===== src/rtl/rc_settle_monitor.sv =====
`default_nettype none
// ============================================================================
// rc_settle_monitor : settle-time and fast/slow discrepancy checker for RC models
// Revision 1.0 : initial release
// ============================================================================
module rc_settle_monitor #(
  parameter int WIDTH       = 16,
  parameter int FRAC        = 8,
  parameter int TOL         = 4,
  parameter int MAX_DIFF    = 1,
  parameter int HOLD        = 8,
  parameter int MAX_SAMPLES = 4096,
  parameter int CNT_W       = 16
) (
  input  logic             clk_i,
  input  logic             rst_ni,
  input  logic             sample_en_i,
  input  logic             start_i,
  input  logic [WIDTH-1:0] v_a_i,
  input  logic [WIDTH-1:0] v_b_i,
  input  logic [WIDTH-1:0] target_i,
  output logic             busy_o,
  output logic             settled_o,
  output logic             timeout_o,
  output logic [CNT_W-1:0] settle_cycles_o,
  output logic [WIDTH-1:0] max_abs_diff_o,
  output logic [CNT_W-1:0] mismatch_cnt_o
);

  localparam int IDX_W = $clog2(MAX_SAMPLES + 1);
  localparam int RUN_W = $clog2(HOLD + 1);

  localparam logic [WIDTH:0]   ABS_SAT    = {2'b00, {(WIDTH-1){1'b1}}};
  localparam logic [WIDTH-1:0] TOL_V      = WIDTH'(TOL);
  localparam logic [WIDTH-1:0] MAX_DIFF_V = WIDTH'(MAX_DIFF);
  localparam logic [RUN_W-1:0] HOLD_V     = RUN_W'(HOLD);
  localparam logic [IDX_W-1:0] MAX_SMP_V  = IDX_W'(MAX_SAMPLES);

  if ((FRAC >= WIDTH) || (HOLD < 1) || (MAX_SAMPLES < HOLD)) begin : g_param_check
    $error("rc_settle_monitor: invalid FRAC/HOLD/MAX_SAMPLES configuration");
  end

  typedef enum logic [1:0] {
    S_IDLE    = 2'd0,
    S_TRACK   = 2'd1,
    S_SETTLED = 2'd2,
    S_TIMEOUT = 2'd3
  } state_t;

  state_t           state_q;
  logic [IDX_W-1:0] idx_q;
  logic [RUN_W-1:0] run_len_q;
  logic [WIDTH-1:0] target_q;
  logic             busy_q;
  logic             settled_q;
  logic             timeout_q;
  logic [CNT_W-1:0] settle_cycles_q;
  logic [WIDTH-1:0] max_abs_diff_q;
  logic [CNT_W-1:0] mismatch_cnt_q;

  // Magnitude of a WIDTH+1 difference, clipped to the largest positive WIDTH value.
  function automatic logic [WIDTH-1:0] sat_abs(input logic [WIDTH:0] d);
    logic [WIDTH:0] mag;
    mag = d[WIDTH] ? (~d + 1'b1) : d;
    if (mag > ABS_SAT) begin
      mag = ABS_SAT;
    end
    return mag[WIDTH-1:0];
  endfunction

  logic [WIDTH:0]   diff_t;
  logic [WIDTH:0]   diff_ab;
  logic [WIDTH-1:0] abs_t;
  logic [WIDTH-1:0] abs_ab;
  logic             in_band;
  logic [RUN_W-1:0] run_len_d;
  logic [IDX_W-1:0] idx_d;
  logic             hold_hit;
  logic             last_sample;

  always_comb begin
    diff_t      = {v_a_i[WIDTH-1], v_a_i} - {target_q[WIDTH-1], target_q};
    diff_ab     = {v_a_i[WIDTH-1], v_a_i} - {v_b_i[WIDTH-1], v_b_i};
    abs_t       = sat_abs(diff_t);
    abs_ab      = sat_abs(diff_ab);
    in_band     = (abs_t <= TOL_V);
    run_len_d   = in_band ? (run_len_q + 1'b1) : '0;
    idx_d       = idx_q + 1'b1;
    hold_hit    = in_band && (run_len_d == HOLD_V);
    last_sample = (idx_d == MAX_SMP_V);
  end

  always_ff @(posedge clk_i or negedge rst_ni) begin
    if (!rst_ni) begin
      state_q         <= S_IDLE;
      idx_q           <= '0;
      run_len_q       <= '0;
      target_q        <= '0;
      busy_q          <= 1'b0;
      settled_q       <= 1'b0;
      timeout_q       <= 1'b0;
      settle_cycles_q <= '0;
      max_abs_diff_q  <= '0;
      mismatch_cnt_q  <= '0;
    end else if (start_i) begin
      // A restart wins over any sample strobe arriving in the same cycle.
      state_q         <= S_TRACK;
      idx_q           <= '0;
      run_len_q       <= '0;
      target_q        <= target_i;
      busy_q          <= 1'b1;
      settled_q       <= 1'b0;
      timeout_q       <= 1'b0;
      settle_cycles_q <= '0;
      max_abs_diff_q  <= '0;
      mismatch_cnt_q  <= '0;
    end else if ((state_q == S_TRACK) && sample_en_i) begin
      if (in_band && (run_len_q == '0)) begin
        settle_cycles_q <= CNT_W'(idx_q);
      end
      run_len_q <= run_len_d;
      idx_q     <= idx_d;
      if (abs_ab > max_abs_diff_q) begin
        max_abs_diff_q <= abs_ab;
      end
      if ((abs_ab > MAX_DIFF_V) && (mismatch_cnt_q != '1)) begin
        mismatch_cnt_q <= mismatch_cnt_q + 1'b1;
      end
      // Settling on the final allowed sample counts as settled, not timed out.
      if (hold_hit) begin
        state_q   <= S_SETTLED;
        busy_q    <= 1'b0;
        settled_q <= 1'b1;
      end else if (last_sample) begin
        state_q   <= S_TIMEOUT;
        busy_q    <= 1'b0;
        timeout_q <= 1'b1;
      end
    end
  end

  assign busy_o          = busy_q;
  assign settled_o       = settled_q;
  assign timeout_o       = timeout_q;
  assign settle_cycles_o = settle_cycles_q;
  assign max_abs_diff_o  = max_abs_diff_q;
  assign mismatch_cnt_o  = mismatch_cnt_q;

endmodule
`default_nettype wire


===== config.mk =====
export PLATFORM = sky130hd
export DESIGN_NAME = rc_settle_monitor
export DESIGN_NICKNAME = d
export VERILOG_FILES = /design/src/rtl/rc_settle_monitor.sv
export SDC_FILE = /design/constraint.sdc
export NUM_CORES = 1
export LEC_CHECK = 0
export ABC_AREA = 1
export CAP_MARGIN = 0
export CORE_MARGIN = 4
export CORE_UTILIZATION = 40
export CTS_BUF_LIST = sky130_fd_sc_hd__clkbuf_4
export CTS_CLUSTER_SIZE = 14
export DETAILED_ROUTE_END_ITERATION = 8
export HOLD_SLACK_MARGIN = 0.15
export SLEW_MARGIN = 20
export SYNTH_ARGS = -nofsm -noshare
export SYNTH_HDL_FRONTEND = slang
export SYNTH_SLANG_ARGS = --single-unit

===== constraint.sdc =====
create_clock -name clk_i -period 3.55 [get_ports clk_i]
set_clock_uncertainty 0.15 [all_clocks]
set_input_delay 0.71 -clock clk_i [delete_from_list [all_inputs] [get_ports clk_i]]
set_output_delay 0.71 -clock clk_i [all_outputs]
set_load 0.1 [all_outputs]

== Word level (Yosys, flattened, before mapping) ==
Index checks and enable logic that the tools add are counted.

* Register bits after elaboration: 86
* Bits of input ports: 52
* Output and inout port bits: 51

* Add/subtract/negate cells: 7
* Magnitude comparators: 5
* Equal/unequal tests: 5
* Mux-type cells: 33
* Bitwise operators: 2
* Reduce and logical (&&, ||, !) cells: 18

{| class="wikitable"
|+ Operators by type and width
! kind !! number
|-
| $mux W16 || 11
|-
| $add A17 B1 Y17 const B || 2
|-
| $gt A17 B15 Y1 const B || 2
|-
| $mux W17 || 2
|-
| $not A17 Y17 || 2
|-
| $sub A16 B16 Y17 || 2
|-
| $mux W13 || 2
|-
| $add A16 B1 Y16 const B || 1
|-
| $gt A16 B1 Y1 const B || 1
|-
| $gt A16 B16 Y1 || 1
|-
| $le A16 B3 Y1 const B || 1
|-
| $ne A16 B16 Y1 const B || 1
|-
| $add A13 B1 Y13 const B || 1
|-
| $eq A13 B13 Y1 const B || 1
|-
| $mux W4 || 3
|-
| $reduce_bool A2 Y1 || 6
|-
| $mux W1 || 11
|-
| $reduce_and A2 Y1 || 5
|-
| $mux W2 || 4
|-
| $add A4 B1 Y4 const B || 1
|-
| $eq A4 B4 Y1 const B || 1
|-
| $logic_and A1 B1 Y1 || 4
|-
| $logic_not A4 Y1 || 1
|-
| $reduce_and A3 Y1 || 1
|-
| 3 further kinds || 3
|}

== Logic depth before layout (Yosys ltp) ==
* Word-level depth: 13
* Gate-level depth with buffers: 33
* Gate-level depth less buffers: 32

== Worst setup path after synthesis ==
Ideal clock, no wire load.

* Path kind: input -> register
* Start: input port v_a_i[0]
* End: register max_abs_diff_q[12], in the netlist max_abs_diff_o[12]
* Setup time: 83 ps
* Arrival: 4389 ps
* Slack: -1072 ps
* Cell stages on the path: 32
* Buffers on the path: 1
* Path through: inv_1 -> ha_1 -> inv_1 -> fa_1 -> nand2_1 -> nand2_1 -> o21ai_1 -> o21ai_2 -> nand2_1 -> nand2_2 -> a21oi_1 -> xor2_2 -> nand2_1 -> nor2_1 -> nand3_1 -> nand2_1 -> nand2_1 -> inv_2 -> nand2_1 -> ha_1 -> inv_1 -> nor2_1 -> nor2_1 -> o21a_1 -> o221ai_1 -> nand2_1 -> nand4_1 -> nand2_1 -> nand2_1 -> clkbuf_1 -> nand3_1 -> o21ai_0

* Longest elaborated chain between the ends: 9
* Elaborated cells on any way between the ends: 12
* Classes of those cells: add/sub: 2; order compare: 2; mux: 5; bitwise: 1; reduce/logical: 2

{| class="wikitable"
|+ RTL lines
! item !! RTL line !! RTL
|-
| start: declaration || 19 || <nowiki>input logic [WIDTH-1:0] v_a_i,</nowiki>
|-
| $sub A16 B16 Y17 (*) || 83 || <nowiki>diff_ab = {v_a_i[WIDTH-1], v_a_i} - {v_b_i[WIDTH-1], v_b_i};</nowiki>
|-
| $not A17 Y17 || 64 || <nowiki>mag = d[WIDTH] ? (~d + 1'b1) : d;</nowiki>
|-
| $add A17 B1 Y17 || 64 ||
|-
| $mux W17 (*) || 64 ||
|-
| $gt A17 B15 Y1 || 65 || <nowiki>if (mag > ABS_SAT) begin</nowiki>
|-
| $mux W16 (*) || 65 ||
|-
| $gt A16 B16 Y1 or $mux W16 (tied branches) || 123 || <nowiki>if (abs_ab > max_abs_diff_q) begin</nowiki>
|-
| $reduce_bool A2 Y1 (no source line) or $mux W16 (tied branches) || n/a ||
|-
| $reduce_and A2 Y1 (no source line) or $mux W16 (tied branches) || n/a ||
|-
| end signal: assignment || 124 || <nowiki>max_abs_diff_q <= abs_ab;</nowiki>
|-
| end: declaration || 58 || <nowiki>logic [WIDTH-1:0] max_abs_diff_q;</nowiki>
|}

Every way passes the cells marked *; elsewhere a longest branch is shown, timed or not. The select of a mux whose other input is x is not followed.
A chain may end at the register's enable or synchronous reset.

== Worst setup path in the final report ==
* Start: input port v_a_i[4]
* End: register max_abs_diff_q[3], in the netlist max_abs_diff_o[3]

Same word-level chain as after synthesis.

==> results.yml <==
finish:
  multi_input_area_sq_um: 5830
  drive_above_1_share: 0.406
  fin_cells: 1613
  finish.net_count: 1484
  fill_cells: 1497
  final-seq-area_sq_um: 2080
  area_growth_pct: 57.6
  layout_commonest_cell: "buf_4"
  layout_common_cells: "buf_4 (249), nand2_1 (213), inv_1 (145)"
timing:
  finalHoldViolations: 0
  fin_crit_ns: 4.27
  slew_headroom: 0.356
  setup_viol_count_final: 17
  rsz0062_at_grt: "true"
  tightest_slew_ns: 0.963
  clock.fmax_mhz: 234
  timing.setup.tns_ns: -10.96
  setup_ws_ns: -0.725
  slew_viol_final: 0
  timing.final.crit_share: 1.20
worst_setup_path:
  startpoint_type: "primary input"
  end_kind: "register"
  crit_required_ns: 3.75
  critPathMaxFanout: 7
  crit_type: "primary input to register"
  arrival_ns: 4.48
placement:
  place_inst: 1550
  port_buffers: 99
  place.gp.congestion: 0.884
  place_hpwl_microns: 16300
clocking:
  htreeDepth: 3
  clock_path_buffers: 2
  cts.clk_slew.worst_paths_ns: 0.15
  numClockSinks: 83
  cts_tree: "done"
  insertion_delay_ns: 0.47
  root_buffer: "clkbuf_4"
  numCtsBuffers: 9
worst_hold_path:
  hold_path.class: "primary input to asynchronous set/reset pin"
power_and_ir_drop:
  intPower_uw: 2610
  power_leakage_uw: 0.00583
  seqPwrFrac: 0.219
  power_frac_comb: 0.638
  powerDensity_nw_per_um2: 411
  switching_power_uw: 2200
  clkPwrFrac: 0.143
  irDropWorstVdd_mv: 0.177
  swShare: 0.458
synth:
  syn_inst: 1064
  ys_types: 54
  ys_ff_latch: 83
  ys_seq_area_frac: 0.280
  yosysWarnings: 0
  synth_edf_count: 0
  synth-main-ff-cell: "dfrtp_1"
  synth_area_sq_um: 7430
  synth_area_per_cell_sq_um: 6.98
  synthArstFlopShare: 1.00
global_routing:
  antenna_found_initial: 2
  grt_pass1_wl_microns: 35100
  grt_max_degree: 73
  grt_pass1_vias: 7603
  grt_overflow_total: 0
  track_usage: 0.205
die:
  coreArea_sq_um: 18100
  die_w_microns: 144
  rows: 49
  die_area_sq_um: 20800
  start_util: 0.411
  num_io_pins: 103
  fp.dieH_microns: 144
status:
  outcome: "finished, violations left"
  violations: "negative setup slack"
routing:
  viasPerCell: 4.96
  first_pass_iters: 5
  drcViolationCount: 0
  dr_total_vias: 8004
  wl_per_cell_microns: 14.1
  drt_first_iter_violations: 423
  antenna_left: 0
  wl_microns: 22700
job:
  drv_cap: 0
## cell type report
cell class              count  share of cell area
diodes                      3            0.000641
clock buffers               9             0.00577
clock inverters             7             0.00898
inverters                 172              0.0577
multi-input cells         787               0.498
flip-flops and latches     83               0.177
well taps                 229              0.0245
repair buffers            322               0.226
repair inverters            1            0.000641
## kinds of logic (layout without fill, tap and decap cells)
group | count (synthesis) | count (layout) | synth area share
AND/OR/NAND/NOR | 536 | 537 | 0.334
buffers and inverters | 198 | 511 | 0.109
AO/OA/AOI/OAI | 138 | 138 | 0.115
flip-flops | 83 | 83 | 0.280
adder cells (fa/ha/maj) | 56 | 56 | 0.0963
XOR/XNOR | 52 | 52 | 0.0654
other | 1 | 7 | 0.000505
## repair_timing
item	in CTS	in global routing
hold endpoints to repair	0	0
pin swaps	81	122
gates cloned	4	0
hold buffers	0	0
setup buffers	26	18
setup endpoints to repair	54	54
gates resized for setup	140	189
## flip-flops by register name (all words and copies together), names as in the netlist
| name | flops |
|---|---|
| run_len_q | 4 |
| mismatch_cnt_o | 16 |
| target_q | 16 |
| timeout_o | 1 |
| settled_o | 1 |
| idx_q | 13 |
| max_abs_diff_o | 16 |
| state_q | 2 |
| settle_cycles_o | 13 |
| busy_o | 1 |
## cell usage after synthesis (7+ instances only)
library cell  count  share of area
a21oi_1          43          0.029
clkbuf_1         10         0.0051
dfrtp_1          83           0.28
ha_1             54          0.091
inv_1           163          0.082
nand2_1         258           0.13
nand2_2          13          0.011
nand3_1          87          0.059
nand3_2          14          0.019
nand3b_1          7         0.0071
nand4_1          38          0.032
nor2_1           84          0.042
nor3_1           12         0.0081
o21ai_0          41          0.028
o21ai_1           8         0.0054
o22ai_1          13          0.011
o31ai_2           9          0.015
xor2_1           43          0.051
## stage by stage
step           utilization  total power [uW]  setup WS (ns)  hold slack, ns  instance area [sq um]
3_5_place_dp         0.544              3470          -1.73           0.322                   9850
5_1_grt              0.647              5130         -0.951           0.264                  11700
2_1_floorplan            -              2550         -0.749           0.264                   7510
3_3_place_gp         0.544              3450          -1.68           0.320                   9850
6_report             0.647              4810         -0.725           0.224                  11700
4_1_cts              0.596              4480         -0.797           0.229                  10800
## worst paths after layout
check | slack, ns | depth (start not counted) | end | startpoint
worst max-delay path | -0.72 | 28 | max_abs_diff_o[3] | v_a_i[4]
worst min-delay path | 0.22 | 1 | max_abs_diff_o[3] | rst_ni
worst max register to register | 0.04 | 20 | state_q[1] | target_q[0]
worst min register to register | 0.37 | 2 | settle_cycles_o[4] | settle_cycles_o[4]
max in group asynchronous | 2.32 | 2 | target_q[4] | rst_ni
min in group clk_i | 0.37 | 2 | settle_cycles_o[4] | settle_cycles_o[4]
## power by group through the flow
stage | Combinational, uW | Clock [uW] | Sequential (uW)
floorplan | 1100 | 0 | 1450
global placement | 2380 | 0 | 1070
detailed placement | 2390 | 0 | 1070
CTS | 2720 | 704 | 1050
global route | 3330 | 737 | 1060
finish | 3070 | 686 | 1050
## worst max-delay path: stages
cell	delay, ns
dlygate4sd2_1	0.29
ha_4	0.30
inv_2	0.05
o21bai_4	0.14
a21oi_4	0.07
buf_6	0.13
o21ai_4	0.22
a21oi_4	0.10
xor2_2	0.19
inv_1	0.07
nand2_2	0.06
nor2_2	0.14
nand3_2	0.11
nand2_4	0.11
nand2_8	0.10
buf_6	0.14
nor2_4	0.10
inv_2	0.06
ha_4	0.27
nand2_2	0.05
o21a_1	0.17
o221ai_2	0.14
nand2_1	0.08
nand4_1	0.11
nand2_1	0.10
nand2_2	0.14
buf_2	0.22
o22ai_1	0.09
## per-layer routing
layer  global-route usage  routed length, microns
met1                0.265                   10100
met2                0.362                   11500
met3               0.0304                     710
met4               0.0486                     378
met5                    0                       0
(Power assumes the default switching activity.)
